--- src/rtl/sort_ingress_if.sv ---
`default_nettype none
// +-----------------------------------------------------------------------+
// | Module   : sort_ingress_if                                            |
// | Brief    : Per-port push bus and sorter-facing record bus.            |
// | Revision : 1.0                                                        |
// +-----------------------------------------------------------------------+
`ifndef PORT_NUB_TOTAL
`define PORT_NUB_TOTAL 4
`endif
`ifndef DATA_WIDTH
`define DATA_WIDTH 8
`endif

interface sort_ingress_if #(
  parameter int PORT_NUB   = 4,
  parameter int PID_W      = 2,
  parameter int DATA_WIDTH = 8,
  parameter int LVL_W      = 3
);
  localparam int REC_W = 1 + 2*PID_W + DATA_WIDTH;

  logic [PORT_NUB-1:0]            in_valid;
  logic [PORT_NUB-1:0]            in_ready;
  logic [PORT_NUB*PID_W-1:0]      in_dst;
  logic [PORT_NUB*DATA_WIDTH-1:0] in_data;
  logic                           issue_en;
  logic [PORT_NUB*REC_W-1:0]      port_out;
  logic [PORT_NUB*LVL_W-1:0]      fifo_level;

  modport master (
    output in_valid, in_dst, in_data, issue_en,
    input  in_ready, port_out, fifo_level
  );

  modport slave (
    input  in_valid, in_dst, in_data, issue_en,
    output in_ready, port_out, fifo_level
  );
endinterface
`default_nettype wire

--- src/rtl/sort_ingress.sv ---
`default_nettype none
// +-----------------------------------------------------------------------+
// | Module   : sort_ingress                                               |
// | Brief    : Per-port request FIFOs and collision-free record issue     |
// |            feeding the odd-even merge sort network.                   |
// | Revision : 1.0                                                        |
// +-----------------------------------------------------------------------+
`ifndef PORT_NUB_TOTAL
`define PORT_NUB_TOTAL 4
`endif
`ifndef DATA_WIDTH
`define DATA_WIDTH 8
`endif

module sort_ingress #(
  parameter int PORT_NUB   = 4,
  parameter int DATA_WIDTH = `DATA_WIDTH,
  parameter int FIFO_DEPTH = 4,
  parameter int PORT_BASE  = 0
) (
  input wire            clk,
  input wire            rst,
  sort_ingress_if.slave bus
);

  localparam int PID_W  = $clog2(`PORT_NUB_TOTAL);
  localparam int REC_W  = 1 + 2*PID_W + DATA_WIDTH;
  localparam int LVL_W  = $clog2(FIFO_DEPTH+1);
  localparam int PTR_W  = $clog2(FIFO_DEPTH);
  localparam int PORT_W = $clog2(PORT_NUB);
  localparam int ENT_W  = PID_W + DATA_WIDTH;
  localparam int NDST   = 1 << PID_W;

  logic [PORT_NUB-1:0]                 ready;
  logic [PORT_NUB-1:0]                 nonempty;
  logic [PORT_NUB-1:0]                 grant;
  logic [PORT_NUB-1:0][PID_W-1:0]      head_dst;
  logic [PORT_NUB-1:0][DATA_WIDTH-1:0] head_data;
  logic [PORT_NUB-1:0][LVL_W-1:0]      level_w;

  logic [PORT_NUB-1:0][REC_W-1:0]      port_out_q, port_out_d;
  logic [PORT_W-1:0]                   rr_ptr_q, rr_ptr_d;

  logic [NDST-1:0]                     dst_taken;
  logic [PORT_W-1:0]                   idx;

  for (genvar k = 0; k < PORT_NUB; k++) begin : g_port
    logic [ENT_W-1:0] mem_q [FIFO_DEPTH];
    logic [PTR_W-1:0] wr_ptr_q, wr_ptr_d;
    logic [PTR_W-1:0] rd_ptr_q, rd_ptr_d;
    logic [LVL_W-1:0] level_q, level_d;
    logic             push;
    logic             pop;
    logic [ENT_W-1:0] head;

    // Ready looks only at the registered level, so a full FIFO refuses
    // input even in a cycle where it is being popped.
    assign ready[k]     = !rst && (level_q != LVL_W'(FIFO_DEPTH));
    assign push         = bus.in_valid[k] && ready[k];
    assign pop          = grant[k];
    assign head         = mem_q[rd_ptr_q];
    assign head_dst[k]  = head[ENT_W-1 -: PID_W];
    assign head_data[k] = head[DATA_WIDTH-1:0];
    assign nonempty[k]  = (level_q != '0);
    assign level_w[k]   = level_q;

    always_comb begin
      wr_ptr_d = wr_ptr_q;
      rd_ptr_d = rd_ptr_q;
      level_d  = level_q;
      if (push) wr_ptr_d = wr_ptr_q + PTR_W'(1);
      if (pop)  rd_ptr_d = rd_ptr_q + PTR_W'(1);
      if (push && !pop)      level_d = level_q + LVL_W'(1);
      else if (pop && !push) level_d = level_q - LVL_W'(1);
    end

    always_ff @(posedge clk or posedge rst) begin
      if (rst) begin
        wr_ptr_q <= '0;
        rd_ptr_q <= '0;
        level_q  <= '0;
      end else begin
        wr_ptr_q <= wr_ptr_d;
        rd_ptr_q <= rd_ptr_d;
        level_q  <= level_d;
      end
    end

    // Storage is not reset; stale entries are unreachable once level is 0.
    always_ff @(posedge clk) begin
      if (push) begin
        mem_q[wr_ptr_q] <= {bus.in_dst[k*PID_W +: PID_W],
                            bus.in_data[k*DATA_WIDTH +: DATA_WIDTH]};
      end
    end
  end

  always_comb begin
    dst_taken  = '0;
    grant      = '0;
    idx        = '0;
    port_out_d = '0;
    // Scan from rr_ptr; the first port to claim a destination keeps it.
    for (int i = 0; i < PORT_NUB; i++) begin
      idx = rr_ptr_q + PORT_W'(i);
      if (bus.issue_en && nonempty[idx] && !dst_taken[head_dst[idx]]) begin
        grant[idx]               = 1'b1;
        dst_taken[head_dst[idx]] = 1'b1;
      end
    end
    for (int k = 0; k < PORT_NUB; k++) begin
      if (grant[k]) begin
        port_out_d[k] = {1'b1, head_dst[k], PID_W'(PORT_BASE + k), head_data[k]};
      end
    end
    rr_ptr_d = (|grant) ? rr_ptr_q + PORT_W'(1) : rr_ptr_q;
  end

  always_ff @(posedge clk or posedge rst) begin
    if (rst) begin
      port_out_q <= '0;
      rr_ptr_q   <= '0;
    end else begin
      port_out_q <= port_out_d;
      rr_ptr_q   <= rr_ptr_d;
    end
  end

  assign bus.in_ready   = ready;
  assign bus.port_out   = port_out_q;
  assign bus.fifo_level = level_w;

endmodule
`default_nettype wire

--- src/flat_wrapper.sv ---
// flat-port wrapper written by rule: the top's interface ports become plain ports
module sort_ingress_flat 
#(
  parameter int PORT_NUB   = 4,
  parameter int DATA_WIDTH = `DATA_WIDTH,
  parameter int FIFO_DEPTH = 4,
  parameter int PORT_BASE  = 0
)
  (clk, rst, bus_in_valid, bus_in_dst, bus_in_data, bus_issue_en, bus_in_ready, bus_port_out, bus_fifo_level);
  sort_ingress_if #(.PORT_NUB(PORT_NUB), .PID_W(2), .DATA_WIDTH(DATA_WIDTH), .LVL_W(3)) bus_i ();
  input wire clk;
  input wire rst;
  input wire logic [$bits(bus_i.in_valid)-1:0] bus_in_valid;
  input wire logic [$bits(bus_i.in_dst)-1:0] bus_in_dst;
  input wire logic [$bits(bus_i.in_data)-1:0] bus_in_data;
  input wire logic [$bits(bus_i.issue_en)-1:0] bus_issue_en;
  output wire logic [$bits(bus_i.in_ready)-1:0] bus_in_ready;
  output wire logic [$bits(bus_i.port_out)-1:0] bus_port_out;
  output wire logic [$bits(bus_i.fifo_level)-1:0] bus_fifo_level;
  assign bus_i.in_valid = bus_in_valid;
  assign bus_i.in_dst = bus_in_dst;
  assign bus_i.in_data = bus_in_data;
  assign bus_i.issue_en = bus_issue_en;
  assign bus_in_ready = bus_i.in_ready;
  assign bus_port_out = bus_i.port_out;
  assign bus_fifo_level = bus_i.fifo_level;
  sort_ingress #(.PORT_NUB(PORT_NUB), .DATA_WIDTH(DATA_WIDTH), .FIFO_DEPTH(FIFO_DEPTH), .PORT_BASE(PORT_BASE)) u_core (.clk(clk), .rst(rst), .bus(bus_i));
endmodule
--- config.mk ---
export PLATFORM = sky130hd
export DESIGN_NAME = sort_ingress_flat
export DESIGN_NICKNAME = d
export VERILOG_FILES = /design/src/rtl/sort_ingress_if.sv /design/src/rtl/sort_ingress.sv /design/src/flat_wrapper.sv
export SDC_FILE = /design/constraint.sdc
export NUM_CORES = 1
export LEC_CHECK = 0
export CORE_MARGIN = 3
export CORE_UTILIZATION = 35
export CTS_BUF_LIST = sky130_fd_sc_hd__clkbuf_16
export CTS_CLUSTER_DIAMETER = 150
export DETAILED_ROUTE_END_ITERATION = 8
export GPL_TIMING_DRIVEN = 0
export PLACE_DENSITY = 0.54
export SYNTH_ARGS = -nofsm -noshare
export SYNTH_HDL_FRONTEND = slang
export SYNTH_SLANG_ARGS = --single-unit
--- constraint.sdc ---
create_clock -name clk -period 11.55 [get_ports clk]
set_input_delay 1.7325 -clock clk [delete_from_list [all_inputs] [get_ports clk]]
set_output_delay 1.7325 -clock clk [all_outputs]
set_load 0.1 [all_outputs]
==> results.sh <==
export IMPL_drive_above_1_share_pct=15.8
export IMPL_syn2layout_area_growth_pct=24.6
export IMPL_grt_pass1_wl_um=30900
export IMPL_slew_viol_final=0
export IMPL_rows=60
export IMPL_design_area_sq_um=12100
export IMPL_outcome="completed"
export IMPL_synth_top_area_cell="edfxtp_1"
export IMPL_antenna_found_initial=0
export IMPL_yosysWarnings=0
export IMPL_synth_cell_area_sq_um=9720
export IMPL_placed_cells=1039
export IMPL_gp_congestion=0.764
export IMPL_drtPass1Iterations=4
export IMPL_core_area_sq_um=27100
export IMPL_drcViolationCount=0
export IMPL_tritoncts="done"
export IMPL_cts_setup_buffers=0
export IMPL_path_clk_slew_ps=50
export IMPL_post_route_min_period_ps=5870
export IMPL_dieArea_sq_um=29800
export IMPL_drt_antenna_violating_nets=0
export IMPL_grt_overflow=0
export IMPL_synth_cells=553
export IMPL_routed_wl_um=19400
export IMPL_crit_path_start_kind="input pin"
export IMPL_tritoncts_num_buffers=25
export IMPL_final_cell_mix="edfxtp_1, clkdlybuf4s50_1, dfrtp_1"
export IMPL_clock_path_buffers=3
export IMPL_cts_root_buf="clkbuf_16"
export IMPL_routedWlPerCell_um=17.8
export IMPL_skew_ps=16.0
export IMPL_crit_path_frequent_cell="clkdlybuf4s50_1"
export IMPL_ys_top_cells_by_area="edfxtp_1, dfrtp_1, mux4_2"
export IMPL_vias_per_cell=4.69
export IMPL_ys_flop_type="edfxtp_1"
export IMPL_clkLatencyLatePin_ps=520
export IMPL_synth_edff_count=160
export IMPL_grt_pass1_vias=5609
export IMPL_timing_setup_tns_ps=0
export IMPL_fin_nets=772
export IMPL_synth_seq_cells=234
export IMPL_die_h_um=173
export IMPL_worst_pin_slew_ps=1050
export IMPL_io_buffer_count=110
export IMPL_crit_path_max_incr_delay_ps=1220
export IMPL_vias=5090
export IMPL_io_pins=115
export IMPL_grt_max_degree=54
export IMPL_final_common_cell="edfxtp_1"
export IMPL_crit_type="in2out"
export IMPL_fmax_mhz=170
export IMPL_clock_sinks=234
export IMPL_multiInputGateArea_sq_um=2840
export IMPL_htreeDepth=1
export IMPL_seq_area_frac_synth_pct=68.5
export IMPL_hold_violations=0
export IMPL_synth_cell_types=46
export IMPL_dp_hpwl_um=13300
export IMPL_synth_top_area_share_pct=49.4
export IMPL_setup_viol=0
export IMPL_dr_first_iter_drc_count=254
export IMPL_drv_cap=0
export IMPL_layout_cells_non_filler=1085
export IMPL_hold_path_class="reg2reg"
export IMPL_diodes=0
export IMPL_synthArstFlopShare_pct=31.6
export IMPL_ctsResizeCount=0
export IMPL_cp_slowest_cell="clkdlybuf4s50_1"
export IMPL_hold_buffers=0
export IMPL_n_fill_cell=2340
export IMPL_cp_max_fo=6
export IMPL_place_area_sq_um=11300
export IMPL_rsz0062_at_grt="false"
export IMPL_slew_headroom_pct=29.6
export IMPL_path_cells="clkdlybuf4s50_1 -> a21oi_1 -> clkdlybuf4s50_1"
export IMPL_initial_utilization_pct=35.9
export IMPL_period_share_pct=50.8
export IMPL_cp_data_arrival_time_ps=4140
export IMPL_track_usage_pct=13.1
export IMPL_endpoint_kind="primary output"
export IMPL_die_w_um=173
export IMPL_required_ps=9820
export IMPL_seqCellArea_sq_um=6660
export IMPL_synth_area_per_cell_sq_um=17.6
[cells by family after synthesis]
| logic type | synth area share (%) |
|---|---|
| flip-flops | 68.5 |
| multiplexers | 12.3 |
| AND/OR/NAND/NOR | 6.86 |
| buffers and inverters | 2.38 |
| AO/OA/AOI/OAI | 2.20 |
| adder cells (fa/ha/maj) | 4.30 |
| XOR/XNOR | 3.42 |
| other | 0.0386 |
[sequential cells by signal, summed over array words and instances, names as in the netlist]
register	flops
u_core.g_port.wr_ptr_q	8
u_core.g_port.rd_ptr_q	8
u_core.g_port.mem_q	160
u_core.bus.port_out	44
u_core.g_port.level_q	12
u_core.rr_ptr_q	2
[layout make-up]
type                       instances  area share (%)
sequential                       234            55.0
multi-input combinational        278            23.5
timing repair buffer             111            9.32
clock buffer                      25            5.17
tap                              372            3.84
clock inverter                    21            1.31
buffer                            24            1.29
inverter                          20           0.641
[layer usage]
| metal | routed length [um] | GRT usage, % | vias to the layer above |
|---|---|---|---|
| li1 | - | - | 2360 |
| met4 | 440 | 3.99 | 0 |
| met1 | 8050 | 16.0 | 2592 |
| met3 | 762 | 2.31 | 29 |
| met2 | 10100 | 23.6 | 109 |
| met5 | 0 | 0 | - |
[stage by stage]
stage          setup slack (ps)  hold slack, ps  util (%)
6_report                   5680             537      44.7
3_3_place_gp               5750             529      41.7
2_1_floorplan              6510             580         -
5_1_grt                    5570             564      44.7
4_1_cts                    5630             535      44.7
3_5_place_dp               5630             523      41.8
[critical path: cells and delay by family]
| family | cells | cell delay, ps |
|---|---|---|
| compound gates | 1 | 490 |
| buf+inv | 2 | 1910 |
[Yosys cell counts, types with 2 or more instances]
library cell / n
edfxtp_1: 160
dfrtp_1: 74
mux4_2: 47
nor2b_1: 47
ha_1: 27
xnor2_1: 21
inv_1: 19
xor2_1: 17
and3_1: 16
buf_4: 10
nor2_1: 10
nor3_1: 10
a21oi_1: 9
mux2i_1: 8
o21ai_0: 8
nand2_1: 7
buf_2: 5
a221o_1: 4
and2_0: 4
clkbuf_1: 4
fa_1: 4
mux2_2: 4
nand4_1: 4
nor2_2: 4
buf_6: 3
a211oi_1: 2
a22oi_1: 2
buf_1: 2
nor4b_1: 2
o22ai_1: 2
or4_1: 2
[final timing paths]
| check | start | end | slack [ps] | cells after the start |
|---|---|---|---|---|
| setup / recovery | rst | bus_in_ready[2] | 5680 | 3 |
| hold / removal | u_core.g_port[1].level_q[2]$_DFFE_PP0P_ | u_core.g_port[1].level_q[2]$_DFFE_PP0P_ | 540 | 1 |
| setup reg to reg | u_core.rr_ptr_q[1]$_DFFE_PP0P_ | u_core.g_port[2].level_q[2]$_DFFE_PP0P_ | 6390 | 17 |
| hold reg to reg | u_core.g_port[1].level_q[2]$_DFFE_PP0P_ | u_core.g_port[1].level_q[2]$_DFFE_PP0P_ | 540 | 1 |
| max in group asynchronous | rst | u_core.bus.port_out[26]$_DFF_PP0_ | 9030 | 3 |
| min in group asynchronous | rst | u_core.g_port[3].wr_ptr_q[0]$_DFFE_PP0P_ | 1920 | 2 |
Power is not shown: default switching activity piles up to over one toggle a cycle in this logic, so the estimate is an artifact.
